$ cat config.mk
export PLATFORM = sky130hd
export DESIGN_NAME = stage2_packet_tx_module
export DESIGN_NICKNAME = d
export VERILOG_FILES = /design/src/rtl/stage2_packet_tx_module.sv
export SDC_FILE = /design/constraint.sdc
export NUM_CORES = 2
export LEC_CHECK = 0
export ABC_AREA = 1
export CAP_MARGIN = 20
export CORE_ASPECT_RATIO = 1.75
export CORE_MARGIN = 10
export CORE_UTILIZATION = 30
export DETAILED_ROUTE_END_ITERATION = 10
export GPL_TIMING_DRIVEN = 0
export PLACE_DENSITY = 0.6
export SLEW_MARGIN = 20
export SYNTH_ARGS = -nofsm -noshare
export SYNTH_HDL_FRONTEND = slang
export SYNTH_SLANG_ARGS = --single-unit
$ cat constraint.sdc
create_clock -name clk -period 50 [get_ports clk]
set_input_delay 7.5 -clock clk [delete_from_list [all_inputs] [get_ports clk]]
set_output_delay 7.5 -clock clk [all_outputs]
set_load 0.01 [all_outputs]
$ cat src/rtl/stage2_packet_tx_module.sv
// Stage-2 transmit serialiser: header, up to three messages, then running byte-sum trailer.
// Emits one byte per transfer on a registered valid/ready byte stream.
module stage2_packet_tx_module #(
   parameter int MSG_BITS = 280,
   parameter int CHK_BITS = 32
) (
   input  logic                clk,
   input  logic                rst,
   input  logic                in_valid,
   output logic                in_ready,
   input  logic [15:0]         block_size_data,
   input  logic [31:0]         seq_number_data,
   input  logic [7:0]          message_number_data,
   input  logic [63:0]         time_message_data,
   input  logic [MSG_BITS-1:0] message_1,
   input  logic [MSG_BITS-1:0] message_2,
   input  logic [MSG_BITS-1:0] message_3,
   output logic [7:0]          out_data,
   output logic                out_valid,
   input  logic                out_ready,
   output logic                out_last,
   output logic                busy
);

   localparam int MSG_BYTES = MSG_BITS / 8;
   localparam int CHK_BYTES = CHK_BITS / 8;
   localparam int HDR_BYTES = 15;
   localparam int CNT_W     = 16;
   localparam int MSGS_W    = 3 * MSG_BITS;

   typedef enum logic [1:0] {S_IDLE, S_HDR, S_MSG, S_CHK} state_t;

   state_t                r_state;
   logic [111:0]          r_hdr;
   logic [MSGS_W-1:0]     r_msg;
   logic [CHK_BITS-1:0]   r_acc;
   logic [CHK_BITS-1:0]   r_chk;
   logic [CNT_W-1:0]      r_cnt;
   logic [1:0]            r_num;
   logic [1:0]            r_msg_left;

   logic                  w_xfer;
   logic [CHK_BITS-1:0]   w_acc_next;
   logic [1:0]            w_num;

   assign w_xfer     = out_valid && out_ready;
   assign w_acc_next = r_acc + CHK_BITS'(out_data);
   assign w_num      = (message_number_data > 8'd3) ? 2'd3 : message_number_data[1:0];

   // out_data always holds the byte on the wire; the shift registers hold the bytes still to come.
   always_ff @(posedge clk or posedge rst) begin
      if (rst) begin
         r_state    <= S_IDLE;
         r_hdr      <= '0;
         r_msg      <= '0;
         r_acc      <= '0;
         r_chk      <= '0;
         r_cnt      <= '0;
         r_num      <= '0;
         r_msg_left <= '0;
         in_ready   <= 1'b1;
         out_data   <= '0;
         out_valid  <= 1'b0;
         out_last   <= 1'b0;
         busy       <= 1'b0;
      end else begin
         case (r_state)
            S_IDLE: begin
               if (in_valid && in_ready) begin
                  r_hdr     <= {block_size_data[7:0], seq_number_data, 6'b0, w_num, time_message_data};
                  r_msg     <= {message_1, message_2, message_3};
                  r_num     <= w_num;
                  r_acc     <= '0;
                  r_cnt     <= '0;
                  out_data  <= block_size_data[15:8];
                  out_valid <= 1'b1;
                  out_last  <= 1'b0;
                  busy      <= 1'b1;
                  in_ready  <= 1'b0;
                  r_state   <= S_HDR;
               end
            end

            S_HDR: begin
               if (w_xfer) begin
                  r_acc <= w_acc_next;
                  if (r_cnt == CNT_W'(HDR_BYTES - 1)) begin
                     r_cnt <= '0;
                     if (r_num != 2'd0) begin
                        out_data   <= r_msg[MSGS_W-1 -: 8];
                        r_msg      <= r_msg << 8;
                        r_msg_left <= r_num;
                        r_state    <= S_MSG;
                     end else begin
                        out_data <= w_acc_next[CHK_BITS-1 -: 8];
                        r_chk    <= w_acc_next << 8;
                        out_last <= (CHK_BYTES == 1);
                        r_state  <= S_CHK;
                     end
                  end else begin
                     r_cnt    <= r_cnt + 1'b1;
                     out_data <= r_hdr[111:104];
                     r_hdr    <= r_hdr << 8;
                  end
               end
            end

            S_MSG: begin
               if (w_xfer) begin
                  r_acc <= w_acc_next;
                  if (r_cnt == CNT_W'(MSG_BYTES - 1) && r_msg_left == 2'd1) begin
                     r_cnt    <= '0;
                     out_data <= w_acc_next[CHK_BITS-1 -: 8];
                     r_chk    <= w_acc_next << 8;
                     out_last <= (CHK_BYTES == 1);
                     r_state  <= S_CHK;
                  end else begin
                     if (r_cnt == CNT_W'(MSG_BYTES - 1)) begin
                        r_cnt      <= '0;
                        r_msg_left <= r_msg_left - 1'b1;
                     end else begin
                        r_cnt <= r_cnt + 1'b1;
                     end
                     out_data <= r_msg[MSGS_W-1 -: 8];
                     r_msg    <= r_msg << 8;
                  end
               end
            end

            S_CHK: begin
               if (w_xfer) begin
                  if (r_cnt == CNT_W'(CHK_BYTES - 1)) begin
                     r_cnt     <= '0;
                     out_data  <= '0;
                     out_valid <= 1'b0;
                     out_last  <= 1'b0;
                     busy      <= 1'b0;
                     in_ready  <= 1'b1;
                     r_state   <= S_IDLE;
                  end else begin
                     r_cnt    <= r_cnt + 1'b1;
                     out_data <= r_chk[CHK_BITS-1 -: 8];
                     r_chk    <= r_chk << 8;
                     out_last <= (r_cnt == CNT_W'(CHK_BYTES - 2));
                  end
               end
            end

            default: r_state <= S_IDLE;
         endcase
      end
   end

endmodule

* Word-level counts from Yosys, hierarchy flattened
Cells that the tools add are included.
** Storage, ports and cells
- Input port bits :: 964
- Flip-flop bits (word level) :: 1049
- Word-level logic and storage cells :: 133
- Output and inout port bits :: 12
** Operators by class
- Equality and inequality tests :: 22
- Reduce and logical (&&, ||, !) cells :: 22
- $add $sub $neg :: 3
- Mux-type cells :: 73
- Magnitude comparators :: 1
** Operator list (count)
- 2-to-1 mux 840 bit :: 6
- case mux 840 bit (3 select lines) :: 1
- 2-to-1 mux 112 bit :: 3
- 2-to-1 mux 32 bit :: 9
- case mux 112 bit (2 select lines) :: 1
- 2-to-1 mux 16 bit :: 8
- case mux 32 bit (3 select lines) :: 1
- 2-to-1 mux 8 bit :: 8
- case mux 16 bit (4 select lines) :: 1
- case mux 32 bit (2 select lines) :: 1
- adder 32 x 8 -> 32 bit :: 1
- equality test 16 x 2 -> 1 bit (second input constant) :: 2
- case mux 8 bit (4 select lines) :: 1
- 2-to-1 mux 2 bit :: 14
- AND reduction 7 bit :: 4
- inequality test 2 bit (second input constant) :: 13
- adder 16 x 1 -> 16 bit (second input constant) :: 1
- equality test 16 x 4 -> 1 bit (second input constant) :: 1
- equality test 16 x 6 -> 1 bit (second input constant) :: 1
- 2-to-1 mux 1 bit :: 14
- AND reduction 4 bit :: 3
- nonzero test 2 bit :: 5
- greater-than comparator 8 x 2 -> 1 bit (second input constant) :: 1
- case mux 2 bit (4 select lines) :: 1
- 14 further kinds :: 20

* Depth between registers and ports, before layout
- Word-level depth :: 5
- Gate-level depth with buffers :: 16
- Depth with buffers taken out :: 16

* Least setup slack after synthesis
No wires, ideal clock.
- Path type :: in2reg
- Start point :: in in_valid
- End point :: reg r_hdr[10]
- Data required time :: 49.859 ns
- Library setup time :: 0.141 ns
- Slack :: 41.036 ns
- Buffers on the path :: 2
- Arrival time :: 8.823 ns
- Stages :: 7
- Cell sequence :: inv_1 o21ai_1 o21ai_0 a21oi_2 clkbuf_1 clkbuf_1 a31oi_1
** Between the ends
- Longest elaborated chain between the ends :: 3
** Ends and longest elaborated chain
- start: declaration :: line 9 : input logic in_valid,
- logical AND 1 bit :: line 69 : if (in_valid && in_ready) begin
- inequality test 2 bit (no line)
- AND reduction 4 bit (no line)
- end signal: assignment :: line 70 : r_hdr <= {block_size_data[7:0], seq_number_data, 6'b0, w_num, time_message_data};
- end signal: assignment :: line 103 : r_hdr <= r_hdr << 8;
- end: declaration :: line 34 : logic [111:0] r_hdr;
No other way between the ends.
A chain may end at the register's enable or synchronous reset.

==> out/qor.yml <==
cp-startpoint: "rst"
drt_wl_total_um: 213000
seqPwrFrac_pct: 47.1
syn_area_mm2: 0.0513
ant_nets: 0
hold_path_class: "reg -> reg"
p_clk_share_pct: 44.7
synth-adder-area-share_pct: 0.429
vdd_drop_max_uv: 31.0
dr.first_iter.drc_count: 3510
cts_root_buffer: "clkbuf_16"
status: "finished clean"
skew_ps: 25.7
syn_avg_cell_area_um2: 7.49
slew_violations: 0
hold_start: "out_last"
rows: 200
fin_crit_ps: 10430
synth_seq_cells: 1041
worstSetupEndpoint: "r_msg[760]"
multi_input_area_mm2: 0.0196
synth_top_family_by_area: "compound AO/OA/AOI/OAI gates"
clock.fmax_mhz: 95.9
dp.final_hpwl_um: 173000
routedWlPerCell_um: 20.7
synth-xor-area-share_pct: 0.239
cellPowerDensity_mw_per_mm2: 26.4
htree_levels: 3
final_core_util_pct: 39.8
leakage_nw: 33.7
postLayoutCellArea_mm2: 0.0677
relSlewSlack_pct: 14.9
async_flop_share_pct: 100
drc: 0
synth-simple-area-share_pct: 18.7
muxShareOfSynthArea_pct: 0.0219
die_y_um: 567
synth_compound_area_share_pct: 18.8
cts_buffers: 102
drt-pass1-iter-count: 5
cts_setup_buffers: 0
n_fill_cell: 17626
cp.arrival_ps: 11210
ys_warn_count: 0
dpl_cell_area_mm2: 0.0642
place_congestion: 0.977
grt_pass1_vias: 50556
port_buffers: 975
dieArea_mm2: 0.189
yosysUniqueCellTypes: 41
grt_max_degree: 104
initial_core_util_pct: 30.2
antenna_found_initial: 70
holdBufCountCts: 0
cts.sinks: 1041
grtUsageTotal_pct: 21.9
p_int_w: 0.00137
r2r_slack_ps: 45380
seq_area_mm2: 0.0261
switching_share_pct: 23.6
ios: 976
fin_nets: 8926
grt_pass1_wl_um: 316000
reg2reg_to: "r_msg[26]"
clk_pin_slew_ps: 70
p_sw_w: 0.000422
final_layout_size_suffix_gt1_share_pct: 4.67
post_cts_resized: 0
finalSetupViolations: 0
syn-num-nets: 7835
power_w: 0.00179
synth_edf_count: 0
cp.required_ps: 50780
r2r_cells: 12
tightest_slew_ps: 1260
fin_crit_sh_pct: 20.9
area_growth_syn_to_layout_pct: 31.8
vias: 48984
p_comb_share_pct: 8.2
cap_violations: 0
rsz0062_at_grt: "no"
ys_seq_area_share_pct: 50.7
cp-start-kind: "input pin"
path_max_fanout: 103
cp-end-kind: "asynchronous set/reset pin"
overflow: 0
core_area_mm2: 0.170
via_per_inst: 4.76
reg2reg_from: "r_state[0]"
clkLatencyLatePin_ps: 710
die_w_um: 333
setup-tns-final_ps: 0
ys.flop_type: "dfrtp_1"
critPathKind: "in -> async"
cts_tree: "built"
ctsLongestPathBuffers: 3
postSynthCellCount: 6854
finalHoldViolations: 0
## routing by layer
layer / GRT usage (%) / vias up / wire (um)
met1: 24.7 / 23077 / 81400
met4: 7.34 / 70 / 7500
met5: 0 / - / 470
met3: 6.23 / 351 / 17800
met2: 39.1 / 1632 / 106000
li1: - / 23854 / -
## flip-flops by register name, summed over array words and instances, names as in the netlist
register / flops
out_data: 8
busy: 1
r_acc: 32
r_chk: 24
r_hdr: 112
r_num: 2
r_state: 2
in_ready: 1
r_msg: 840
r_cnt: 16
out_last: 1
r_msg_left: 2
## through the flow
step,setup slack [ps],instances,hold slack (ps)
3_3_place_gp,312,10051,466
4_1_cts,39480,10247,489
3_5_place_dp,38660,10063,472
2_1_floorplan,13200,6854,444
6_report,39570,10280,488
5_1_grt,39090,10253,502
## layout make-up
class	count	area share, %
timing repair buffer	987	14.9
sequential	1041	38.5
clock inverter	34	0.593
buffer	443	3.06
inverter	960	5.33
clock buffer	150	4.41
multi-input combinational	4410	29.0
antenna	33	0.122
tap	2222	4.11
## logic make-up after synthesis
kind of cell / after synthesis
buffers and inverters: 1403
xor gates and xnor gates: 14
AOI/OAI and AO/OA: 1892
muxes: 1
DFF: 1041
and+or+nand+nor: 2486
adders and majority gates: 17
## worst min path at each step
stage / slack, ps / endpoint / depth (start not counted)
finish: 490 / out_last / 2
global placement: 470 / r_chk[28] / 2
CTS: 490 / r_chk[26] / 2
floorplan: 440 / r_chk[20] / 2
global route: 500 / out_last / 2
detailed placement: 470 / r_chk[26] / 2
## power groups by stage
stage	registers, W	clock network, W	logic [W]
CTS	0.000842	0.000820	0.000148
floorplan	0.000860	0	0.0000400
detailed placement	0.000858	0	0.000147
finish	0.000842	0.000799	0.000147
global route	0.000842	0.000850	0.000159
global placement	0.000860	0	0.000144
## synthesized netlist by cell type, types with 3 or more instances
| master | instances | area [um^2] |
|---|---|---|
| and3_1 | 3 | 18.8 |
| buf_4 | 54 | 405 |
| o211ai_1 | 3 | 22.5 |
| buf_6 | 6 | 67.6 |
| o21ai_1 | 802 | 4010 |
| nor2_1 | 201 | 754 |
| o21ai_0 | 940 | 4700 |
| nand3_1 | 108 | 541 |
| ha_1 | 16 | 200 |
| nand2_1 | 2121 | 7960 |
| nand4_1 | 20 | 125 |
| dfrtp_1 | 1040 | 26000 |
| buf_2 | 126 | 631 |
| o22ai_1 | 8 | 50.1 |
| o21a_1 | 3 | 22.5 |
| xor2_1 | 14 | 123 |
| a21oi_1 | 22 | 110 |
| a31oi_1 | 99 | 619 |
| nor3_1 | 21 | 105 |
| a22o_1 | 5 | 43.8 |
| and2_1 | 3 | 18.8 |
| inv_1 | 956 | 3590 |
| clkbuf_1 | 257 | 965 |
| o31ai_1 | 4 | 30.0 |
## cells in the final DEF, fill, tap and decap left out, types with 5 or more instances in the layout
cell type,count
nand2_1,2121
dfrtp_1,1040
clkdlybuf4s50_1,975
inv_1,955
o21ai_0,940
o21ai_1,802
clkbuf_1,278
nor2_1,201
buf_2,126
nand3_1,108
clkbuf_16,102
a31oi_1,99
buf_4,54
diode_2,33
clkbuf_8,25
a21oi_1,22
nor3_1,21
nand4_1,20
ha_1,16
xor2_1,14
clkinv_2,14
buf_16,12
o22ai_1,8
buf_6,6
a22o_1,5
bufinv_16,5
## critical path, stage by stage
cell             delay [ps]
clkdlybuf4s50_1         490
inv_8                   420
buf_16                  420
buf_16                  380
buf_16                  420
buf_16                  450
buf_16                  340
buf_16                  390
Power figures use the tool's default switching activity.
